==> config.mk <==
export PLATFORM = sky130hd
export DESIGN_NAME = updown_mod_counter
export DESIGN_NICKNAME = d
export VERILOG_FILES = /design/src/rtl/updown_mod_counter.sv
export SDC_FILE = /design/constraint.sdc
export NUM_CORES = 1
export LEC_CHECK = 0
export ABC_AREA = 1
export CORE_AREA = 10 10 47 49
export CTS_CLUSTER_DIAMETER = 200
export CTS_CLUSTER_SIZE = 28
export DETAILED_ROUTE_END_ITERATION = 8
export DIE_AREA = 0 0 57 59
export PLACE_DENSITY = 0.57
export SYNTH_ARGS = -nofsm -noshare
export SYNTH_HDL_FRONTEND = slang
export SYNTH_SLANG_ARGS = --single-unit
==> constraint.sdc <==
create_clock -name clk -period 1.54 [get_ports clk]
set_clock_uncertainty 0.2 [all_clocks]
set_input_delay 0.462 -clock clk [delete_from_list [all_inputs] [get_ports clk]]
set_output_delay 0.462 -clock clk [all_outputs]
set_load 0.01 [all_outputs]
==> src/rtl/updown_mod_counter.sv <==
// updown_mod_counter
//   Parametrised up/down counter with a programmable modulus. It has a count
//   enable, a synchronous load, and either wrap or saturate behaviour at the
//   boundaries. It raises registered overflow/underflow pulses and a
//   combinational terminal-count flag.
//
// Parameters
//   WIDTH      counter width in bits (>= 1)
//   MAX_COUNT  highest legal count; the count range is 0..MAX_COUNT
//   SATURATE   0 = wrap modulo MAX_COUNT+1, 1 = hold at the boundary
//
// Ports
//   clk       rising-edge clock
//   reset     synchronous, active-high reset
//   en        count enable, one step per cycle while high
//   up_dn     direction, 1 = increment, 0 = decrement
//   load      synchronous load strobe (wins over en)
//   load_val  value captured on load, clamped to MAX_COUNT
//   counter   registered count
//   ovf       one-cycle pulse: an up-step was attempted at MAX_COUNT
//   udf       one-cycle pulse: a down-step was attempted at 0
//   tc        terminal count for the current direction (combinational)
module updown_mod_counter #(
  parameter int WIDTH     = 4,
  parameter int MAX_COUNT = 2**WIDTH - 1,
  parameter bit SATURATE  = 1'b0
) (
  input  logic             clk,
  input  logic             reset,
  input  logic             en,
  input  logic             up_dn,
  input  logic             load,
  input  logic [WIDTH-1:0] load_val,
  output logic [WIDTH-1:0] counter,
  output logic             ovf,
  output logic             udf,
  output logic             tc
);

  if (WIDTH < 1 || MAX_COUNT < 1 ||
      longint'(MAX_COUNT) > ((longint'(1) << WIDTH) - 1)) begin : g_param_check
    $error("updown_mod_counter: MAX_COUNT=%0d is illegal for WIDTH=%0d",
           MAX_COUNT, WIDTH);
  end

  localparam logic [WIDTH-1:0] MAX = MAX_COUNT[WIDTH-1:0];

  logic             at_max;
  logic             at_zero;
  logic [WIDTH-1:0] load_clamped;

  always_comb begin
    at_max       = (counter == MAX);
    at_zero      = (counter == '0);
    load_clamped = (load_val > MAX) ? MAX : load_val;
    tc           = up_dn ? at_max : at_zero;
  end

  // The boundary is detected before the step is taken, so the +1/-1 never
  // has to carry into a bit above WIDTH. When MAX is all ones, this gives
  // the same result as natural binary wrap.
  always_ff @(posedge clk) begin
    if (reset) begin
      counter <= '0;
      ovf     <= 1'b0;
      udf     <= 1'b0;
    end else begin
      ovf <= 1'b0;
      udf <= 1'b0;
      if (load) begin
        counter <= load_clamped;
      end else if (en) begin
        if (up_dn) begin
          if (at_max) begin
            counter <= SATURATE ? MAX : '0;
            ovf     <= 1'b1;
          end else begin
            counter <= counter + WIDTH'(1);
          end
        end else begin
          if (at_zero) begin
            counter <= SATURATE ? '0 : MAX;
            udf     <= 1'b1;
          end else begin
            counter <= counter - WIDTH'(1);
          end
        end
      end
    end
  end

endmodule

### Word level (Yosys, flattened, before mapping)

Cells that the tools add are included.

| operators by class | value |
|---|---|
| add/subtract/negate cells | 2 |
| order comparisons | 1 |
| equal/unequal tests | 1 |
| multiplexer cells | 9 |
| bitwise logic cells | 2 |
| reductions and logical operators | 4 |

Operators with widths:

| cell | number |
|---|---|
| two-way mux 4 bit | 6 |
| OR reduction 4 bit | 2 |
| adder 4 x 1 -> 4 bit, second input constant | 1 |
| equality test 4 bit, second input constant | 1 |
| > comparator 4 bit, second input constant | 1 |
| zero test 4 bit | 1 |
| subtractor 4 x 1 -> 4 bit, second input constant | 1 |
| two-way mux 1 bit | 3 |
| inverter 1 bit | 2 |
| nonzero test 2 bit | 1 |

| storage, ports and cells | value |
|---|---|
| bits in registers | 6 |
| input bits | 9 |
| output and inout bits | 7 |
| word-level logic and storage cells | 22 |

### Depth between registers and ports, before layout

| depth | value |
|---|---|
| word-level depth | 5 |
| depth in mapped cells | 8 |
| gate-level depth less buffers | 8 |

### Worst setup path before layout

Ideal clock, no wire load.

| timing | value |
|---|---|
| path type | register to output |
| start | reg counter[1] |
| end | out tc |
| data arrival time | 1021 ps |
| data required time | 878 ps |
| slack | -143 ps |
| cell stages (with the launch flop) | 4 |
| buffers on the path | 0 |
| cell sequence | dfxtp_1 -> ha_1 -> nand3_2 -> o21ai_1 |

| on the way | value |
|---|---|
| longest elaborated chain between the ends | 2 |
| elaborated cells on any way between the ends | 3 |
| classes of those cells | eq/ne: 1; mux: 1; reduce/logical: 1 |

RTL lines:

| what | RTL line | source |
|---|---|---|
| from (decl) | 34 | `output logic [WIDTH-1:0] counter,` |
| from (signal assigned) | 71 | `counter <= load_clamped;` |
| from (signal assigned) | 75 | `counter <= SATURATE ? MAX : '0;` |
| from (signal assigned) | 78 | `counter <= counter + WIDTH'(1);` |
| equality test 4 bit / zero test 4 bit (equally long branches) | 53, 54 |  |
| two-way mux 1 bit (*) | 56 | `tc = up_dn ? at_max : at_zero;` |
| to (decl) | 37 | `output logic tc` |

Every way passes the cells marked *; elsewhere a longest branch is shown, timed or not.

### Final worst setup path

Ends and elaborated chain as after synthesis.

==> impl_metrics.env <==
export IMPL_syn_num_nets=70
export IMPL_cts_buffers=3
export IMPL_crit_type="register to primary output"
export IMPL_syn_inst=59
export IMPL_finalHoldViolCount=0
export IMPL_wl_per_cell_um=11.7
export IMPL_final_nets=109
export IMPL_leakage_nw=0.386
export IMPL_syn_avg_cell_area_um2=6.83
export IMPL_grt_pass1_vias=553
export IMPL_io_pins=16
export IMPL_clkSlewWorstSetupHoldPaths_ns=0.05
export IMPL_grt_ovfl_total=0
export IMPL_cts_buffer_depth=2
export IMPL_period_minus_slack_ns=1.80
export IMPL_antenna_cells=0
export IMPL_gp_congestion=0.824
export IMPL_io_buffers=15
export IMPL_period_share_pct=117
export IMPL_ant_nets=0
export IMPL_fmax_mhz=556
export IMPL_multi_input_area_um2=267
export IMPL_slew_limit_headroom_pct=83.7
export IMPL_synth_edff_count=0
export IMPL_htreeDepth=1
export IMPL_setup_viol=2
export IMPL_antenna_found_initial=0
export IMPL_utilization_pct=55.8
export IMPL_synth_top_area_cell="dfxtp_1"
export IMPL_final_area_um2=782
export IMPL_nFillCells=156
export IMPL_cts_tree="yes"
export IMPL_worst_pin_slew_ns=0.244
export IMPL_die_w_um=57
export IMPL_row_count=14
export IMPL_yosysMostFrequentCell="nand2_1"
export IMPL_synth_cell_type_count=21
export IMPL_clock_latency_ns=0.25
export IMPL_grt_max_degree=7
export IMPL_maxSlewViolCount=0
export IMPL_yosys_warnings=0
export IMPL_vias=515
export IMPL_die_area_um2=3360
export IMPL_path_max_fanout=4
export IMPL_status="finished with violations"
export IMPL_worst_hold_path_type="register to register"
export IMPL_dpl_hpwl_um=988
export IMPL_dr_pass1_iters=4
export IMPL_die_h_um=59
export IMPL_drt_initial_drc_count=5
export IMPL_ir_worst_vdd_mv=0.358
export IMPL_grt_first_pass_wirelength_mm=2.35
export IMPL_maxCapViolCount=0
export IMPL_grt_usage_pct=8.93
export IMPL_placement_cell_area_um2=696
export IMPL_r2r_setup_slack_ns=0.11
export IMPL_cts_root_buf="clkbuf_4"
export IMPL_synth_top_area_share_pct=29.8
export IMPL_syn2layout_area_growth_pct=94.1
export IMPL_violations="negative setup slack"
export IMPL_ys_top_cells_by_count="19 x nand2_1, 7 x inv_1, 6 x dfxtp_1"
export IMPL_synth_area_leaders="dfxtp_1 30%, nand2_1 18%, inv_1 6.5%"
export IMPL_end_kind="primary output"
export IMPL_ys_seq_elements=6
export IMPL_core_area_um2=1400
export IMPL_cp_required_ns=0.88
export IMPL_async_reset_ff_share_pct=0
export IMPL_ys_seq_area_share_pct=29.8
export IMPL_drt_wl_total_mm=1.31
export IMPL_drc=0
export IMPL_rsz0062_at_grt="yes"
export IMPL_initial_utilization_pct=28.7
export IMPL_startpoint_type="register"
export IMPL_post_route_cells_drive_above_1_share_pct=45.8
export IMPL_seqCellArea_um2=133
export IMPL_netlist_area_um2=403
export IMPL_viasPerCell=4.60
export IMPL_power_density_nw_per_um2=669
export IMPL_setup_ws_ns=-0.260
export IMPL_synth_main_ff_cell="dfxtp_1"
export IMPL_arrival_ns=1.14
export IMPL_cts_sinks=6
-- kinds of logic (layout without fill, tap and decap cells) --
family	count (synthesis)	after routing	synth area share, %
AO/OA/AOI/OAI	6	6	9.94
XOR/XNOR	2	2	4.35
adder cells (fa/ha/maj)	2	2	6.21
buffers and inverters	10	47	11.2
flip-flops	6	6	29.8
AND/OR/NAND/NOR	33	33	38.5
-- placed cells by master, fill, tap and decap left out, types with 3 or more instances in the layout --
| cell type | count |
|---|---|
| clkbuf_4 | 3 |
| buf_6 | 5 |
| nand3_1 | 5 |
| inv_1 | 4 |
| nand2_1 | 19 |
| inv_2 | 3 |
| dfxtp_4 | 3 |
| buf_4 | 18 |
| clkdlybuf4s50_1 | 6 |
-- final cells by class --
| class | count | share of cell area (%) |
|---|---|---|
| Timing Repair Buffer | 35 | 38.6 |
| Multi-Input combinational cell | 43 | 34.1 |
| Sequential cell | 6 | 17.0 |
| Inverter | 9 | 4.96 |
| Clock buffer | 3 | 2.88 |
| Tap cell | 16 | 2.56 |
-- metal layers --
layer / vias to the layer above / share of wire [%] / global-route usage, %
met1: 229 / 40 / 8.49
met3: 2 / 7.9 / 6.01
met5: - / 0 / 0
met4: 0 / 0.76 / 4.70
met2: 16 / 51 / 14.4
li1: 268 / - / -
-- state kept, by name (all words and copies together), names as in the netlist --
name     cells
counter      4
udf          1
ovf          1
-- through the flow --
stage / setup TNS (ns) / power [W] / hold WS, ns / worst slack [ns] / instances
after floorplan: 0 / 0.000254 / 0.324 / 0.00795 / 59
after global placement: -2.83 / 0.000352 / 0.396 / -0.857 / 106
after detailed placement: -2.82 / 0.000352 / 0.392 / -0.875 / 106
after CTS: -0.306 / 0.000529 / 0.389 / -0.287 / 112
after global routing: -0.418 / 0.000568 / 0.425 / -0.325 / 112
final: -0.269 / 0.000523 / 0.405 / -0.260 / 112
-- final timing paths --
| check | start | to | depth (start not counted) |
|---|---|---|---|
| max | counter[1] | tc | 5 |
| min | counter[2] | ovf | 3 |
| max reg2reg | counter[1] | counter[3] | 9 |
| min reg2reg | counter[2] | ovf | 3 |
-- report_power, final --
part	switching (W)	internal [W]	total [W]
Clock	0.0000660	0.0000888	0.000155
Combinational	0.0000803	0.000110	0.000190
Sequential	0.0000137	0.000165	0.000178
Total	0.000160	0.000363	0.000523
-- timing repair --
item	CTS	global route
pin swaps	2	1
endpoints found under the setup margin	8	7
buffers inserted	3	0
hold buffers	0	0
gates resized for setup	37	7
-- critical path, stage by stage, from the launching register on --
cell     delay (ns)
dfxtp_4        0.37
inv_4          0.06
ha_4           0.12
nand4_1        0.12
o21ai_2        0.08
buf_2          0.14
No activity file was read; power rests on OpenSTA's default activity.
